<file path="src/rtl/sha_job_ctrl_if.sv">
// Job, result and hasher-side signals of sha_job_ctrl.
// The slave modport is the controller's view; master is the environment's view.
interface sha_job_ctrl_if;
  localparam int unsigned WORD_W = 32;
  localparam int unsigned HASH_W = 256;

  logic              job_valid;
  logic              job_ready;
  logic [HASH_W-1:0] job_midstate;
  logic [HASH_W-1:0] job_digest_in;
  logic [WORD_W-1:0] job_merkle;
  logic [WORD_W-1:0] job_time;
  logic [WORD_W-1:0] job_target;
  logic [WORD_W-1:0] job_nonce;
  logic [WORD_W-1:0] job_count;
  logic              abort;

  logic              hash_rst_n;
  logic              hash_write_en;
  logic [HASH_W-1:0] hash_digest_initial;
  logic [HASH_W-1:0] hash_digest_in;
  logic [WORD_W-1:0] hash_merkle;
  logic [WORD_W-1:0] hash_time;
  logic [WORD_W-1:0] hash_target;
  logic [WORD_W-1:0] hash_nonce;
  logic              hash_valid_i;
  logic [WORD_W-1:0] hash_time_i;
  logic [WORD_W-1:0] hash_nonce_i;
  logic [HASH_W-1:0] hash_result_i;

  logic              res_valid;
  logic              res_ready;
  logic [1:0]        res_status;
  logic [WORD_W-1:0] res_time;
  logic [WORD_W-1:0] res_nonce;
  logic [HASH_W-1:0] res_hash;
  logic              busy;

  modport slave (
    input  job_valid, job_midstate, job_digest_in, job_merkle, job_time,
           job_target, job_nonce, job_count, abort,
           hash_valid_i, hash_time_i, hash_nonce_i, hash_result_i, res_ready,
    output job_ready, hash_rst_n, hash_write_en, hash_digest_initial,
           hash_digest_in, hash_merkle, hash_time, hash_target, hash_nonce,
           res_valid, res_status, res_time, res_nonce, res_hash, busy
  );

  modport master (
    output job_valid, job_midstate, job_digest_in, job_merkle, job_time,
           job_target, job_nonce, job_count, abort,
           hash_valid_i, hash_time_i, hash_nonce_i, hash_result_i, res_ready,
    input  job_ready, hash_rst_n, hash_write_en, hash_digest_initial,
           hash_digest_in, hash_merkle, hash_time, hash_target, hash_nonce,
           res_valid, res_status, res_time, res_nonce, res_hash, busy
  );
endinterface

</file>
<file path="src/rtl/sha_job_ctrl.sv">
// Sequences one sha_hasher through a job: load start values under reset,
// run for count + pipeline latency cycles, then report exactly one result.
module sha_job_ctrl #(
  parameter int unsigned PIPE_LAT   = 131,
  parameter int unsigned RST_CYCLES = 2
) (
  input  logic            CLK,
  input  logic            RST,
  sha_job_ctrl_if.slave   bus
);
  localparam int unsigned WORD_W = 32;
  localparam int unsigned HASH_W = 256;
  localparam int unsigned RUN_W  = 33;
  localparam int unsigned LD_W   = 4;
  localparam logic [1:0]  ST_EXHAUST = 2'b00;
  localparam logic [1:0]  ST_FOUND   = 2'b01;
  localparam logic [1:0]  ST_ABORT   = 2'b10;

  typedef enum logic [1:0] {S_IDLE, S_LOAD, S_RUN, S_REPORT} state_e;

  state_e            state_q, state_d;
  logic [LD_W-1:0]   ld_cnt_q, ld_cnt_d;
  logic [RUN_W-1:0]  run_cnt_q, run_cnt_d;
  logic [RUN_W-1:0]  run_last;
  logic              job_ready_q, job_ready_d;
  logic              busy_q, busy_d;
  logic              hash_rst_n_q, hash_rst_n_d;
  logic              hash_we_q, hash_we_d;
  logic [HASH_W-1:0] digest_init_q, digest_init_d;
  logic [HASH_W-1:0] digest_in_q, digest_in_d;
  logic [WORD_W-1:0] merkle_q, merkle_d;
  logic [WORD_W-1:0] time_q, time_d;
  logic [WORD_W-1:0] target_q, target_d;
  logic [WORD_W-1:0] nonce_q, nonce_d;
  logic [WORD_W-1:0] count_q, count_d;
  logic              res_valid_q, res_valid_d;
  logic [1:0]        res_status_q, res_status_d;
  logic [WORD_W-1:0] res_time_q, res_time_d;
  logic [WORD_W-1:0] res_nonce_q, res_nonce_d;
  logic [HASH_W-1:0] res_hash_q, res_hash_d;

  // Last run_cnt value; 33 bits so count = 0xFFFFFFFF cannot wrap.
  assign run_last = RUN_W'(count_q) + RUN_W'(PIPE_LAT) - RUN_W'(1);

  // Next-state and registered-output decode.
  always_comb begin
    state_d       = state_q;
    ld_cnt_d      = ld_cnt_q;
    run_cnt_d     = run_cnt_q;
    digest_init_d = digest_init_q;
    digest_in_d   = digest_in_q;
    merkle_d      = merkle_q;
    time_d        = time_q;
    target_d      = target_q;
    nonce_d       = nonce_q;
    count_d       = count_q;
    res_status_d  = res_status_q;
    res_time_d    = res_time_q;
    res_nonce_d   = res_nonce_q;
    res_hash_d    = res_hash_q;

    case (state_q)
      S_IDLE: begin
        if (bus.job_valid && job_ready_q) begin
          digest_init_d = bus.job_midstate;
          digest_in_d   = bus.job_digest_in;
          merkle_d      = bus.job_merkle;
          time_d        = bus.job_time;
          target_d      = bus.job_target;
          nonce_d       = bus.job_nonce;
          count_d       = bus.job_count;
          ld_cnt_d      = '0;
          res_status_d  = ST_EXHAUST;
          res_time_d    = '0;
          res_nonce_d   = '0;
          res_hash_d    = '0;
          state_d       = (bus.job_count == '0) ? S_REPORT : S_LOAD;
        end
      end
      S_LOAD: begin
        run_cnt_d = '0;
        if (ld_cnt_q == LD_W'(RST_CYCLES - 1)) begin
          state_d = S_RUN;
        end else begin
          ld_cnt_d = ld_cnt_q + LD_W'(1);
        end
      end
      S_RUN: begin
        run_cnt_d = run_cnt_q + RUN_W'(1);
        if (bus.abort) begin
          res_status_d = ST_ABORT;
          state_d      = S_REPORT;
        end else if (bus.hash_valid_i) begin
          res_status_d = ST_FOUND;
          res_time_d   = bus.hash_time_i;
          res_nonce_d  = bus.hash_nonce_i;
          res_hash_d   = bus.hash_result_i;
          state_d      = S_REPORT;
        end else if (run_cnt_q == run_last) begin
          res_status_d = ST_EXHAUST;
          state_d      = S_REPORT;
        end
      end
      S_REPORT: begin
        if (res_valid_q && bus.res_ready) begin
          state_d = S_IDLE;
        end
      end
      default: state_d = S_IDLE;
    endcase

    job_ready_d  = (state_d == S_IDLE);
    busy_d       = (state_d == S_LOAD) || (state_d == S_RUN);
    hash_rst_n_d = (state_d != S_LOAD);
    hash_we_d    = (state_d == S_RUN);
    res_valid_d  = (state_d == S_REPORT);
  end

  always_ff @(posedge CLK or negedge RST) begin
    if (!RST) begin
      state_q       <= S_IDLE;
      ld_cnt_q      <= '0;
      run_cnt_q     <= '0;
      job_ready_q   <= 1'b0;
      busy_q        <= 1'b0;
      hash_rst_n_q  <= 1'b0;
      hash_we_q     <= 1'b0;
      digest_init_q <= '0;
      digest_in_q   <= '0;
      merkle_q      <= '0;
      time_q        <= '0;
      target_q      <= '0;
      nonce_q       <= '0;
      count_q       <= '0;
      res_valid_q   <= 1'b0;
      res_status_q  <= ST_EXHAUST;
      res_time_q    <= '0;
      res_nonce_q   <= '0;
      res_hash_q    <= '0;
    end else begin
      state_q       <= state_d;
      ld_cnt_q      <= ld_cnt_d;
      run_cnt_q     <= run_cnt_d;
      job_ready_q   <= job_ready_d;
      busy_q        <= busy_d;
      hash_rst_n_q  <= hash_rst_n_d;
      hash_we_q     <= hash_we_d;
      digest_init_q <= digest_init_d;
      digest_in_q   <= digest_in_d;
      merkle_q      <= merkle_d;
      time_q        <= time_d;
      target_q      <= target_d;
      nonce_q       <= nonce_d;
      count_q       <= count_d;
      res_valid_q   <= res_valid_d;
      res_status_q  <= res_status_d;
      res_time_q    <= res_time_d;
      res_nonce_q   <= res_nonce_d;
      res_hash_q    <= res_hash_d;
    end
  end

  assign bus.job_ready           = job_ready_q;
  assign bus.busy                = busy_q;
  assign bus.hash_rst_n          = hash_rst_n_q;
  assign bus.hash_write_en       = hash_we_q;
  assign bus.hash_digest_initial = digest_init_q;
  assign bus.hash_digest_in      = digest_in_q;
  assign bus.hash_merkle         = merkle_q;
  assign bus.hash_time           = time_q;
  assign bus.hash_target         = target_q;
  assign bus.hash_nonce          = nonce_q;
  assign bus.res_valid           = res_valid_q;
  assign bus.res_status          = res_status_q;
  assign bus.res_time            = res_time_q;
  assign bus.res_nonce           = res_nonce_q;
  assign bus.res_hash            = res_hash_q;
endmodule

</file>
<file path="src/flat_wrapper.sv">
// flat-port wrapper written by rule: the top's interface ports become plain ports
module sha_job_ctrl_flat 
#(
  parameter int unsigned PIPE_LAT   = 131,
  parameter int unsigned RST_CYCLES = 2
)
  (CLK, RST, bus_job_valid, bus_job_midstate, bus_job_digest_in, bus_job_merkle, bus_job_time, bus_job_target, bus_job_nonce, bus_job_count, bus_abort, bus_hash_valid_i, bus_hash_time_i, bus_hash_nonce_i, bus_hash_result_i, bus_res_ready, bus_job_ready, bus_hash_rst_n, bus_hash_write_en, bus_hash_digest_initial, bus_hash_digest_in, bus_hash_merkle, bus_hash_time, bus_hash_target, bus_hash_nonce, bus_res_valid, bus_res_status, bus_res_time, bus_res_nonce, bus_res_hash, bus_busy);
  sha_job_ctrl_if bus_i ();
  input  logic CLK;
  input  logic RST;
  input wire logic [$bits(bus_i.job_valid)-1:0] bus_job_valid;
  input wire logic [$bits(bus_i.job_midstate)-1:0] bus_job_midstate;
  input wire logic [$bits(bus_i.job_digest_in)-1:0] bus_job_digest_in;
  input wire logic [$bits(bus_i.job_merkle)-1:0] bus_job_merkle;
  input wire logic [$bits(bus_i.job_time)-1:0] bus_job_time;
  input wire logic [$bits(bus_i.job_target)-1:0] bus_job_target;
  input wire logic [$bits(bus_i.job_nonce)-1:0] bus_job_nonce;
  input wire logic [$bits(bus_i.job_count)-1:0] bus_job_count;
  input wire logic [$bits(bus_i.abort)-1:0] bus_abort;
  input wire logic [$bits(bus_i.hash_valid_i)-1:0] bus_hash_valid_i;
  input wire logic [$bits(bus_i.hash_time_i)-1:0] bus_hash_time_i;
  input wire logic [$bits(bus_i.hash_nonce_i)-1:0] bus_hash_nonce_i;
  input wire logic [$bits(bus_i.hash_result_i)-1:0] bus_hash_result_i;
  input wire logic [$bits(bus_i.res_ready)-1:0] bus_res_ready;
  output wire logic [$bits(bus_i.job_ready)-1:0] bus_job_ready;
  output wire logic [$bits(bus_i.hash_rst_n)-1:0] bus_hash_rst_n;
  output wire logic [$bits(bus_i.hash_write_en)-1:0] bus_hash_write_en;
  output wire logic [$bits(bus_i.hash_digest_initial)-1:0] bus_hash_digest_initial;
  output wire logic [$bits(bus_i.hash_digest_in)-1:0] bus_hash_digest_in;
  output wire logic [$bits(bus_i.hash_merkle)-1:0] bus_hash_merkle;
  output wire logic [$bits(bus_i.hash_time)-1:0] bus_hash_time;
  output wire logic [$bits(bus_i.hash_target)-1:0] bus_hash_target;
  output wire logic [$bits(bus_i.hash_nonce)-1:0] bus_hash_nonce;
  output wire logic [$bits(bus_i.res_valid)-1:0] bus_res_valid;
  output wire logic [$bits(bus_i.res_status)-1:0] bus_res_status;
  output wire logic [$bits(bus_i.res_time)-1:0] bus_res_time;
  output wire logic [$bits(bus_i.res_nonce)-1:0] bus_res_nonce;
  output wire logic [$bits(bus_i.res_hash)-1:0] bus_res_hash;
  output wire logic [$bits(bus_i.busy)-1:0] bus_busy;
  assign bus_i.job_valid = bus_job_valid;
  assign bus_i.job_midstate = bus_job_midstate;
  assign bus_i.job_digest_in = bus_job_digest_in;
  assign bus_i.job_merkle = bus_job_merkle;
  assign bus_i.job_time = bus_job_time;
  assign bus_i.job_target = bus_job_target;
  assign bus_i.job_nonce = bus_job_nonce;
  assign bus_i.job_count = bus_job_count;
  assign bus_i.abort = bus_abort;
  assign bus_i.hash_valid_i = bus_hash_valid_i;
  assign bus_i.hash_time_i = bus_hash_time_i;
  assign bus_i.hash_nonce_i = bus_hash_nonce_i;
  assign bus_i.hash_result_i = bus_hash_result_i;
  assign bus_i.res_ready = bus_res_ready;
  assign bus_job_ready = bus_i.job_ready;
  assign bus_hash_rst_n = bus_i.hash_rst_n;
  assign bus_hash_write_en = bus_i.hash_write_en;
  assign bus_hash_digest_initial = bus_i.hash_digest_initial;
  assign bus_hash_digest_in = bus_i.hash_digest_in;
  assign bus_hash_merkle = bus_i.hash_merkle;
  assign bus_hash_time = bus_i.hash_time;
  assign bus_hash_target = bus_i.hash_target;
  assign bus_hash_nonce = bus_i.hash_nonce;
  assign bus_res_valid = bus_i.res_valid;
  assign bus_res_status = bus_i.res_status;
  assign bus_res_time = bus_i.res_time;
  assign bus_res_nonce = bus_i.res_nonce;
  assign bus_res_hash = bus_i.res_hash;
  assign bus_busy = bus_i.busy;
  sha_job_ctrl #(.PIPE_LAT(PIPE_LAT), .RST_CYCLES(RST_CYCLES)) u_core (.CLK(CLK), .RST(RST), .bus(bus_i));
endmodule
</file>
<file path="config.mk">
export PLATFORM = sky130hd
export DESIGN_NAME = sha_job_ctrl_flat
export DESIGN_NICKNAME = d
export VERILOG_FILES = /design/src/rtl/sha_job_ctrl_if.sv /design/src/rtl/sha_job_ctrl.sv /design/src/flat_wrapper.sv
export SDC_FILE = /design/constraint.sdc
export NUM_CORES = 2
export LEC_CHECK = 0
export CAP_MARGIN = 20
export CORE_AREA = 5 5 756 758
export CTS_BUF_LIST = sky130_fd_sc_hd__clkbuf_8
export CTS_CLUSTER_DIAMETER = 100
export DETAILED_ROUTE_END_ITERATION = 6
export DIE_AREA = 0 0 761 763
export GPL_ROUTABILITY_DRIVEN = 1
export PLACE_DENSITY = 0.33
export SLEW_MARGIN = 30
export SYNTH_ARGS = -nofsm -noshare
export SYNTH_HDL_FRONTEND = slang
export SYNTH_SLANG_ARGS = --single-unit
</file>
<file path="constraint.sdc">
create_clock -name CLK -period 3 [get_ports CLK]
set_clock_uncertainty 0.1 [all_clocks]
set_input_delay 0.3 -clock CLK [delete_from_list [all_inputs] [get_ports CLK]]
set_output_delay 0.3 -clock CLK [all_outputs]
set_load 0.1 [all_outputs]
</file>
==> flow_summary.toml <==
[finish]
area_growth_syn_to_layout_pct = 106
drive_above_1_share = 0.344
final_cell_area_um2 = 83800
nets = 7431
fill_cells = 63526
final_cells = 14264

[clocking]
cts_max_path_buffers = 4
cts_tree = "built"
cts.sinks = 1038
clockRootBuffer = "clkbuf_8"
h-tree-depth = 4
clock_latency_ps = 1090
clkTransAtPathRegs_ps = 60
numCtsBuffers = 243

[synth]
synth_xor_area_frac = 0.0133
synth-seq-cells = 1038
synth_cell_types = 63
synthCells = 3241
synth-compound-area-share = 0.0523
seq_area_frac_synth = 0.638
synth.area.mux_share = 0.187
synthesis.area_um2 = 40700
synth-simple-area-share = 0.0861
syn_nets = 4251
synth_edf_count = 0
synthArstFlopShare = 1.00
synthAdderAreaFrac = 0.00369
yosys_warnings = 0
synth_top_family_by_area = "multiplexers"
ys.flop_type = "dfrtp_1"
synth_area_per_cell_um2 = 12.6

[placed_design]
hpwl_mm = 461
placed_area_um2 = 68400
dpl.cell_count = 12727
place_ws_ps = -650
routabilityCongestion = 0.978
portBuffers = 1964

[setup_path]
crit_fanout = 5
arrival_ps = 4050
cp-start-kind = "register"
crit_path_end_kind = "register"
critPathKind = "reg -> reg"
cp_data_required_time_ps = 3860
r2r_setup_slack_ps = -190
r2r_end = "u_core.bus.busy"
r2r_start = "u_core.count_q[2]"
r2r_cells = 13

[hold_path]
min_from = "bus_job_merkle[14]"
hold_path_class = "in -> reg"
min_path_cells = 2
holdPathEnd = "u_core.bus.hash_merkle[14]"

[global_routing]
grt_pass1_vias = 44272
antenna_found_initial = 482
track_usage = 0.172
grt_pass1_wl_mm = 625
gr-total-overflow = 0
grt_max_degree = 119

[sta]
tns_ps = -725
tightest_slew_ps = 1110
max_freq_mhz = 313
whs_ps = 124
finalCriticalPeriod_ps = 3190
setup_slack_ps = -194
rsz0062_at_grt = "true"
slew_headroom = 0.266
period_share = 1.06
setup_viol = 5
slew_violations = 0
final_hold_viol_count = 0

[detailed_routing]
first_iter_violations = 2490
highest_layer = "met5"
met3_wirelength_mm = 49.4
wirelength_met1_mm = 225
route.detailed.drc = 0
postRouteAntennaNets = 0
routed_wl_mm = 516
viasPerCell = 2.96
wl_met2_mm = 229
wl_per_cell_um = 36.2
num_vias = 42234
dr.pass1.iters = 6

[floorplanning]
rows = 276
initial_core_util = 0.0723
coreArea_um2 = 564000
pin_count = 1965
die_area_um2 = 581000
die_y_um = 763
die_w_um = 761

[power_and_ir_drop]
leakage_nw = 35.2
p_per_area_nw_per_um2 = 1470
ir_worst_vdd_mv = 0.707

[run_status]
violations = "setup timing"
outcome = "complete, but fails checks"

[run]
drv_cap = 0
-- cell type report --
type	count	area, µm²	area share
antenna	131	328	0.00391
tap	7506	9390	0.112
clock inverter	130	963	0.0115
clock buffer	321	4420	0.0527
sequential	1038	26000	0.310
multi-input combinational	1991	14200	0.169
inverter	15	56.3	0.000672
timing repair buffer	3132	28500	0.340
-- cells in the mapped netlist, types with 3 or more instances --
cell,n,area share
or3_1,6,0.00092
nand2_1,678,0.062
dfrtp_1,1038,0.64
mux2i_1,4,0.00098
and4_1,3,0.00065
nor3_1,10,0.0012
ha_1,12,0.0037
a21o_1,4,0.00074
and3_1,9,0.0014
clkbuf_1,192,0.018
a21oi_1,9,0.0011
a22o_1,3,0.00065
nand4_1,16,0.0025
inv_1,15,0.0014
nand3_1,29,0.0036
nor2b_1,3,0.00046
mux2_2,673,0.19
o22ai_1,3,0.00046
a31oi_1,5,0.00077
buf_1,3,0.00028
xor2_1,33,0.0071
o31ai_1,4,0.00074
o21ai_0,338,0.042
nor2_1,51,0.0047
nand2b_1,4,0.00061
and2_1,5,0.00077
xnor2_1,29,0.0062
nor4_1,14,0.0021
nor3b_1,4,0.00074
-- stage by stage --
step	power, W	util
detailed placement	0.104	0.121
finish	0.123	0.149
floorplan	0.0730	-
CTS	0.126	0.148
global route	0.128	0.148
global placement	0.104	0.121
-- critical path, stage by stage (launching register included) --
cell and delay, ps:
dfrtp_1 390, buf_4 140, and3_4 200, a21o_1 200, buf_4 160, nand3_2 100
mux2_1 330, nor3_1 190, a221oi_1 80, buf_4 160, nor4_4 380, buf_4 180
o221a_1 210, ha_1 240
-- how the worst max path moves through the flow --
stage | slack [ps] | to | start
after global routing | -320 | u_core.bus.busy | u_core.count_q[1]
after global placement | -690 | u_core.bus.hash_write_en | u_core.count_q[10]
after detailed placement | -650 | u_core.bus.hash_write_en | u_core.count_q[10]
final | -190 | u_core.bus.busy | u_core.count_q[2]
after CTS | -260 | u_core.bus.busy | u_core.count_q[1]
after floorplan | 110 | u_core.bus.busy | u_core.count_q[8]
-- timing repair --
| action | 4_1_cts | 5_1_grt |
|---|---|---|
| resized for setup | 19 | 13 |
| hold endpoints to repair | 1974 | 1 |
| buffers inserted | 8 | 2 |
| setup endpoints to repair | 8 | 8 |
| pin swaps | 16 | 11 |
| hold buffers | 944 | 1 |
-- power by group --
| group | leakage (nW) | switching (W) | internal (W) |
|---|---|---|---|
| Clock | 3.05 | 0.00846 | 0.0104 |
| Combinational | 19.1 | 0.0641 | 0.0152 |
| Sequential | 13.0 | 0.00504 | 0.0199 |
-- cells by family after synthesis --
kind of cell             after synthesis
multiplexers                         678
buffers and inverters                212
XOR/XNOR                              62
flip-flops                          1038
AO/OA/AOI/OAI                        393
adder cells (fa/ha/maj)               12
AND/OR/NAND/NOR                      846
-- metal layers --
layer	up-vias	GRT usage
met1	21141	0.222
li1	17742	-
met3	876	0.0665
met2	2351	0.275
met5	-	0
met4	124	0.0266
-- flip-flops by register name, indices dropped and copies added (netlist names), 2 cells and up --
register                        cells
u_core.bus.hash_digest_in         256
u_core.bus.hash_digest_initial    256
u_core.bus.res_hash               256
u_core.run_cnt_q                   33
u_core.bus.hash_merkle             32
u_core.bus.hash_nonce              32
u_core.bus.hash_target             32
u_core.bus.hash_time               32
u_core.bus.res_nonce               32
u_core.bus.res_time                32
u_core.count_q                     32
u_core.ld_cnt_q                     4
u_core.bus.res_status               2
u_core.state_q                      2
-- cells in the final DEF, fill, tap and decap left out, drive strengths merged, types with 5 or more instances in the layout --
cell type	n
diode	131
clkdlybuf4s50	996
nor3	11
xor2	33
and3	10
bufinv	9
buf	1186
nor4	17
a21oi	10
o21ai	340
nor2	51
clkbuf	327
inv	99
ha	12
or3	6
clkinvlp	6
a31oi	6
clkinv	31
nand2	679
and2	5
mux2	674
nand3	29
xnor2	29
nand4	17
dlygate4sd3	944
dfrtp	1038
No activity file was read; power rests on OpenSTA's default activity.
